===== src/rtl/if_fetch_pkg.sv =====
// Shared widths, stall encoding and bus payloads for the instruction-fetch stage.
// IF_ADDR_CHECK_EN widens the IF->ID bus with an address-error flag.
package if_fetch_pkg;

    localparam int unsigned STALL_WD = 6;
    localparam int unsigned BR_WD    = 33;
`ifdef IF_ADDR_CHECK_EN
    localparam int unsigned IF_TO_ID_WD = 34;
`else
    localparam int unsigned IF_TO_ID_WD = 33;
`endif

    localparam logic Stop   = 1'b1;
    localparam logic NoStop = 1'b0;

    typedef struct packed {
        logic        br_e;
        logic [31:0] br_addr;
    } br_bus_t;

    typedef struct packed {
`ifdef IF_ADDR_CHECK_EN
        logic        adel;
`endif
        logic        ce;
        logic [31:0] pc;
    } if_to_id_t;

    typedef enum logic {
        HS_PASS = 1'b0,
        HS_HOLD = 1'b1
    } hold_state_t;

endpackage


===== src/rtl/if_inst_hold.sv =====
// Keeps the fetched instruction stable while decode is stalled so that it
// stays paired with the PC registered in decode.
module if_inst_hold
    import if_fetch_pkg::*;
(
    input  logic        clk,
    input  logic        rst,
    input  logic        stall1,
    input  logic [31:0] rdata,
    output logic [31:0] inst_o
);

    hold_state_t state;
    logic [31:0] hold_inst;

    always_ff @(posedge clk or posedge rst) begin
        if (rst) begin
            state     <= HS_PASS;
            hold_inst <= 32'd0;
        end else begin
            case (state)
                HS_PASS: begin
                    if (stall1 == Stop) begin
                        hold_inst <= rdata;
                        state     <= HS_HOLD;
                    end
                end
                HS_HOLD: begin
                    if (stall1 == NoStop) begin
                        state <= HS_PASS;
                    end
                end
                default: state <= HS_PASS;
            endcase
        end
    end

    assign inst_o = (state == HS_HOLD) ? hold_inst : rdata;

endmodule


===== src/rtl/if_fetch.sv =====
// Instruction-fetch stage: PC register, SRAM request and branch redirect,
// with redirects that arrive during a PC stall deferred until it releases.
// IF_ADDR_CHECK_EN adds misaligned-fetch detection (adel).
module if_fetch
    import if_fetch_pkg::*;
#(
    parameter logic [31:0] RESET_PC = 32'hBFBF_FFFC
) (
    input  logic                   clk,
    input  logic                   rst,
    input  logic [STALL_WD-1:0]    stall,
    input  logic [BR_WD-1:0]       br_bus,
    output logic [IF_TO_ID_WD-1:0] if_to_id_bus,
    output logic                   inst_sram_en,
    output logic [3:0]             inst_sram_wen,
    output logic [31:0]            inst_sram_addr,
    output logic [31:0]            inst_sram_wdata,
    input  logic [31:0]            inst_sram_rdata,
    output logic [31:0]            inst_o
);

    br_bus_t     br;
    if_to_id_t   bus_s;
    logic [31:0] pc_r;
    logic        ce_r;
    logic        pend_v;
    logic [31:0] pend_addr;
    logic [31:0] next_pc;
    logic [31:0] held_inst;
    logic        unused_stall;

    assign br           = br_bus_t'(br_bus);
    assign unused_stall = ^stall[STALL_WD-1:2];

    always_comb begin
        next_pc = pc_r + 32'd4;
        if (br.br_e) begin
            next_pc = br.br_addr;
        end else if (pend_v) begin
            next_pc = pend_addr;
        end
    end

    // A branch resolved while the PC is frozen is parked; the newest one wins.
    always_ff @(posedge clk or posedge rst) begin
        if (rst) begin
            pc_r      <= RESET_PC;
            ce_r      <= 1'b0;
            pend_v    <= 1'b0;
            pend_addr <= 32'd0;
        end else if (stall[0] == NoStop) begin
            pc_r   <= next_pc;
            ce_r   <= 1'b1;
            pend_v <= 1'b0;
        end else if (br.br_e) begin
            pend_v    <= 1'b1;
            pend_addr <= br.br_addr;
        end
    end

    if_inst_hold u_hold (
        .clk    (clk),
        .rst    (rst),
        .stall1 (stall[1]),
        .rdata  (inst_sram_rdata),
        .inst_o (held_inst)
    );

`ifdef IF_ADDR_CHECK_EN
    logic adel;
    logic adel_q;

    assign adel = ce_r & (pc_r[1:0] != 2'b00);

    always_ff @(posedge clk or posedge rst) begin
        if (rst) begin
            adel_q <= 1'b0;
        end else begin
            adel_q <= adel;
        end
    end

    assign inst_sram_en = ce_r & ~adel;
    assign inst_o       = adel_q ? 32'd0 : held_inst;
    assign bus_s.adel   = adel;
`else
    assign inst_sram_en = ce_r;
    assign inst_o       = held_inst;
`endif

    assign bus_s.ce        = ce_r;
    assign bus_s.pc        = pc_r;
    assign if_to_id_bus    = bus_s;
    assign inst_sram_addr  = pc_r;
    assign inst_sram_wen   = 4'b0000;
    assign inst_sram_wdata = 32'd0;

endmodule


===== config.mk =====
export PLATFORM = sky130hd
export DESIGN_NAME = if_fetch
export DESIGN_NICKNAME = d
export VERILOG_FILES = /design/src/rtl/if_fetch_pkg.sv /design/src/rtl/if_inst_hold.sv /design/src/rtl/if_fetch.sv
export SDC_FILE = /design/constraint.sdc
export NUM_CORES = 1
export LEC_CHECK = 0
export BUFFER_PORTS_ARGS = -buffer_cell sky130_fd_sc_hd__buf_2
export CORE_MARGIN = 2
export CORE_UTILIZATION = 43
export DETAILED_ROUTE_END_ITERATION = 12
export HOLD_SLACK_MARGIN = 0.08
export PLACE_DENSITY_LB_ADDON = 0.25
export SETUP_SLACK_MARGIN = 0.4
export SYNTH_ARGS = -nofsm -noshare
export SYNTH_HDL_FRONTEND = slang
export SYNTH_SLANG_ARGS = --single-unit

===== constraint.sdc =====
create_clock -name clk -period 3.9 [get_ports clk]
set_input_delay 0.195 -clock clk [delete_from_list [all_inputs] [get_ports clk]]
set_output_delay 0.195 -clock clk [all_outputs]
set_load 0.02 [all_outputs]

==> results of run 1 <==
-- report_power, final --
| group | switching, mW | total, mW | internal [mW] | leakage (nW) |
|---|---|---|---|---|
| Sequential | 0.135 | 1.35 | 1.21 | 1.13 |
| Combinational | 0.487 | 0.823 | 0.336 | 1.81 |
| Clock | 0.383 | 0.897 | 0.514 | 0.144 |
| Total | 1.00 | 3.07 | 2.06 | 3.08 |
-- sequential cells by signal (all words and copies together), names as in the netlist --
| register | cells |
|---|---|
| pend_addr | 32 |
| inst_sram_addr | 32 |
| inst_sram_en | 1 |
| u_hold.state | 1 |
| u_hold.hold_inst | 32 |
| pend_v | 1 |
-- kinds of logic (layout without fill, tap and decap cells) --
kind of cell / Yosys count / count (layout) / synth area share (%)
buffers and inverters: 112 / 215 / 11.9
other: 1 / 36 / 0.0644
XOR/XNOR: 9 / 9 / 1.35
flip-flops: 99 / 99 / 43.2
AND/OR/NAND/NOR: 108 / 108 / 10.2
AO/OA/AOI/OAI: 125 / 125 / 14.0
adder cells (fa/ha/maj): 1 / 1 / 0.215
multiplexers: 99 / 99 / 19.1
-- placed cells by master (no fill, tap or decap), types with 8 or more instances in the layout --
cell	instances
buf_2	166
mux2_2	96
dfrtp_1	71
conb_1	36
o21ai_0	35
nor2_1	32
dfstp_2	28
nand2_1	24
a21oi_1	22
a22oi_1	12
o21ai_1	12
dlygate4sd3_1	12
nand3_1	10
buf_4	10
inv_1	9
clkbuf_16	9
and3_1	8
nand4_1	8
-- area by class of cell --
type | instances | area (um2) | area share (%)
multi-input combinational | 378 | 2750 | 40.2
sequential | 99 | 2510 | 36.7
timing repair buffer | 188 | 1030 | 15.0
clock buffer | 13 | 250 | 3.66
tap | 176 | 220 | 3.22
inverter | 11 | 43.8 | 0.640
clock inverter | 3 | 40.0 | 0.585
-- through the flow --
step                setup slack [ps]  hold slack [ps]  power, mW
CTS                             1380             80.0       3.10
global route                    1150             85.5       3.23
detailed placement              1400              190       2.18
global placement                1450              184       2.15
finish                          1390             92.9       3.07
floorplan                       1160              226       2.00
-- worst min-delay path by stage --
stage | startpoint | cells past startpoint | slack [ps] | end
after floorplan | stall[1] | 0 | 230 | u_hold.state$_DFF_PP0_
after global placement | rst | 2 | 180 | pend_addr[5]$_DFFE_PP0P_
after detailed placement | rst | 2 | 190 | pend_addr[5]$_DFFE_PP0P_
after CTS | br_bus[21] | 2 | 80 | pend_addr[21]$_DFFE_PP0P_
after global routing | br_bus[15] | 2 | 90 | pend_addr[15]$_DFFE_PP0P_
final | inst_sram_rdata[8] | 2 | 90 | u_hold.hold_inst[8]$_DFFE_PP0P_
-- layer usage --
metal  vias up  GRT usage, %
met5         -             0
met4         0          9.67
met3        29          4.91
met2       206          30.8
met1      2287          25.0
li1       2153             -
==> metrics.txt, run 1 <==
most numerous cell in the Yosys netlist=mux2_2; initial DRC count=324; clock buffer depth=2; Max FO, Critical Path=13; Post-DRT Antenna Nets=0; CTS tree=built; Post-Syn Area=5820 um2; Slew @ Worst Pin=1090 ps; vias in the first global route=4463; via count=4675; Post-Route Utilization=51.7%; CP Cell Sequence=nand4_1 > nor2_1 > nand3_1 > o31a_1 > o31ai_1; WL per Instance=16.3 um; Synth Flop Type=dfrtp_1; Crit-path slowest cell=nor2_1; gp weighted congestion=0.800; synth unique cells=63; crit path to=inst_sram_addr[19]$_DFFE_PP1N_; post-DR vias/cell=5.39; Nets=761; Post-synth top cells=mux2_2, dfrtp_1, buf_4; grt ovf=0; DR WL met3=1.07 mm; sequential area share after synthesis=43.2%; flops & latches, synth=99; FFs w/ async S/R, synth=100%; placed insts=840; Placed Area=6430 um2; Mapped Cells=554; max incr delay on CP=860 ps; max capacitance violation total=0; CTS Buf Count=9; Die Y=120 um; cell taking the most area after synthesis=dfrtp_1; Cell Pwr Density=448 nW/um2; CP required=4160 ps; CTS sink cnt=99; maximum VDD drop=0.176 mV; family with the most delay on the worst path=simple AND/OR/NAND/NOR gates; Port Buffer Count=166; worst hold-check path type=in -> reg; Worst setup EP type=flip-flop; fill count=1208; reg2reg setup slack=1390 ps; post-synth top area share=30.5%; met2 wire len=6.60 mm; Post-Layout Cell Count=868; WP depth=5; first-pass GRT wire length=22.3 mm; max layer used=met4; run status=finished, final reports clean; CP arrival=2770 ps; cts repair resizes=0; design area=6840 um2; Post-synth EDFFs=0; fin crit share=64.3%; Setup CP Type=reg -> reg; Final Hold Fails=0; # DRC=0; reg2reg end=inst_sram_addr[19]$_DFFE_PP1N_; Ant. Diodes=0; CP Buf/Inv Count=0; Total GRT Usage=19.5%; leak pwr=3.08 nW; layout cells sized above 1=47.8%; initial antenna violation count=2; Area contributors post-synth=dfrtp_1, mux2_2, dfstp_2, buf_4, o21ai_0; CTS H-tree depth=3; Hold-fix buffers, CTS=12; Initial Utilization=43.9%; Relative slew margins=27.4%; Die Footprint=14500 um2; Syn Area/Cell=10.5 um2; area grow syn2layout=17.6%; die width=120 um; Post-CTS Setup Bufs=0; CTS clk-pin slew, worst paths=70 ps; Slew Limit Fails=0; Synth Warn #=0; setup repair after global routing missed its margin=no; I/O Pins=207; Setup Skew=6.42 ps; wire length on met1=6.08 mm; Worst Reg-to-Reg Cells=5; setup_tns=0 ps; Core ar.=13200 um2; Rows=42; DRT Pass-1 Iters=7; clock root cell=clkbuf_16; RR Startpoint=inst_sram_addr[2]$_DFFE_PP1N_; dpl hpwl=9.53 mm; largest net degree at the start of global routing=69; Crit. Startpoint=inst_sram_addr[2]$_DFFE_PP1N_; final number of setup-violating endpoints=0; minimum clock period=2510 ps; later-pin clock latency in the skew report=350 ps; Startpoint Class=flip-flop; Max Clk Rate=398 MHz; final wirelength=14.1 mm
Power figures use the tool's default switching activity.
==> run 2: changes to the inputs <==
- clock period: 3.9 -> 2.3 ns (I/O delays scaled with it)
==> run 2 against run 1 <==
Sequential share of layout area is 4.1 points lower; sequential cell count stayed put; global-route usage is 1.3 points higher; highest routed layer unchanged.
==> metrics.txt, run 2 (synthesis gave the netlist of run 1 again) <==
Crit-path slowest cell=dfstp_2; via count=4951 (+5.9%); later-pin clock latency in the skew report=350 ps (about the same); leak pwr=3.48 nW (+13%); Max FO, Critical Path=13 (unchanged); hold path cells=3 (+1); Total GRT Usage=20.8% (+1.3 points); Slew @ Worst Pin=561 ps (-525 ps); max capacitance violation total=0 (unchanged); family with the most delay on the worst path=flip-flops; most frequent cells in the layout=buf_2, mux2_2, dfrtp_1; final number of setup-violating endpoints=0 (unchanged); Die Y=120 um (unchanged); CTS tree=built; area grow syn2layout=32.3%; dpl hpwl=9.83 mm (+3.1%); largest net degree at the start of global routing=100 (+45%); setup_tns=0 ps (unchanged); # DRC=0 (unchanged); CTS sink cnt=99 (unchanged); Tot Pwr=5.48 mW (+79%); minimum clock period=1850 ps (-661 ps); CP arrival=2100 ps (-670 ps); I/O Pins=207 (unchanged); Nets=845 (+11%); initial DRC count=295 (-9.0%); grt ovf=0 (unchanged); first-pass GRT wire length=24.0 mm (+7.5%); Die Footprint=14500 um2 (unchanged); CP Cell Sequence=nand4_1 > buf_4 > nor2_1 > buf_4 > nand3_1 > o31a_1 > o31ai_1; fill count=1155 (-4.4%); Rows=42 (unchanged); Startpoint Class=flip-flop; reg2reg setup slack=450 ps (-940 ps); Relative slew margins=62.5% (+35 points); clock root cell=clkbuf_16; CTS Buf Count=9 (unchanged); layout cells sized above 1=47.0% (-0.80 points); maximum VDD drop=0.315 mV (+79%); Final Hold Fails=0 (unchanged); commonest non-fill, non-tap cell in the layout=buf_2; Ant. Diodes=0 (unchanged); Cell Pwr Density=712 nW/um2 (+59%); CTS clk-pin slew, worst paths=70 ps (about the same); Worst setup EP type=flip-flop; die width=120 um (unchanged); Max Clk Rate=541 MHz (+36%); gp weighted congestion=0.784 (-2.0%); final wirelength=15.3 mm (+8.3%); CP required=2560 ps (-1600 ps); initial antenna violation count=0 (-2); Initial Utilization=43.9% (unchanged); DRT Pass-1 Iters=4 (-3); post-DR vias/cell=5.20 (-3.4%); clock buffer depth=2 (unchanged); setup repair after global routing missed its margin=yes; CTS H-tree depth=3 (unchanged); most frequent CP cell=buf_4; fin crit share=80.4% (+16 points); Slew Limit Fails=0 (unchanged); Worst Reg-to-Reg Cells=7 (+2); Core ar.=13200 um2 (unchanged); Port Buffer Count=166 (unchanged); worst hold-check path type=in -> reg; vias in the first global route=4776 (+7.0%); run status=finished, final reports clean; Setup CP Type=reg -> reg; max incr delay on CP=610 ps (-250 ps); CP Buf/Inv Count=2 (+2); Post-DRT Antenna Nets=0 (unchanged); Setup Skew=6.70 ps (+0.277 ps); WL per Instance=16.1 um (-1.2%); WP depth=7 (+2)
run 2: area by class of cell:
type	instances	area, um2	area share (%)
Clock inverter	2	60.1	0.780
Tap cell	176	220	2.86
Multi-Input combinational cell	378	2780	36.2
Sequential cell	99	2510	32.6
Timing Repair Buffer	272	1820	23.7
Inverter	11	45.0	0.585
Clock buffer	14	254	3.30
run 2: worst reg2reg max path: cells and delay by family, from the launching register on:
family / cells / cell delay (ps)
buffers and inverters: 2 / 400
AND/OR/NAND/NOR: 3 / 320
flip-flops: 1 / 610
AO/OA/AOI/OAI: 2 / 430
run 2: stage by stage:
| step | worst slack (ps) | instance area (um2) | hold slack, ps | instances | utilization [%] |
|---|---|---|---|---|---|
| final | 452 | 7700 | 219 | 952 | 58.1 |
| after global routing | 369 | 7700 | 232 | 952 | 58.1 |
| after CTS | 402 | 7570 | 197 | 938 | 57.2 |
| after detailed placement | 331 | 6560 | 237 | 852 | 49.5 |
| after global placement | 330 | 6560 | 236 | 852 | 49.5 |
| after floorplan | 419 | 5960 | 146 | 589 | - |
run 2: final timing paths:
path                                                     from                               end
worst max-delay path            inst_sram_addr[4]$_DFFE_PP1N_    inst_sram_addr[19]$_DFFE_PP1N_
max in group asynchronous                                 rst    inst_sram_addr[26]$_DFFE_PP1N_
min in group asynchronous                                 rst  u_hold.hold_inst[20]$_DFFE_PP0P_
worst min-delay path                                 stall[0]          inst_sram_en$_DFFE_PP0N_
worst max register to register  inst_sram_addr[4]$_DFFE_PP1N_    inst_sram_addr[19]$_DFFE_PP1N_
worst min register to register       inst_sram_en$_DFFE_PP0N_          inst_sram_en$_DFFE_PP0N_
run 2: repair_timing:
item | 4_1_cts | 5_1_grt
endpoints found under the setup margin | 8 | 13
resized for setup | 1 | 7
hold buffers | 66 | 0
buffers inserted | 4 | 14
pin swaps | 1 | 5
hold endpoints to repair | 144 | 0
run 2: per-layer routing:
layer	vias up	wire length (um)	track usage (%)
met4	0	257	7.05
met1	2427	6530	26.5
met5	-	0	0
met2	187	7470	35.1
met3	19	1030	4.43
li1	2318	-	-
run 2: power breakdown:
group	switching (mW)	internal [mW]
logic	0.885	0.692
clock network	0.641	0.986
registers	0.220	2.06
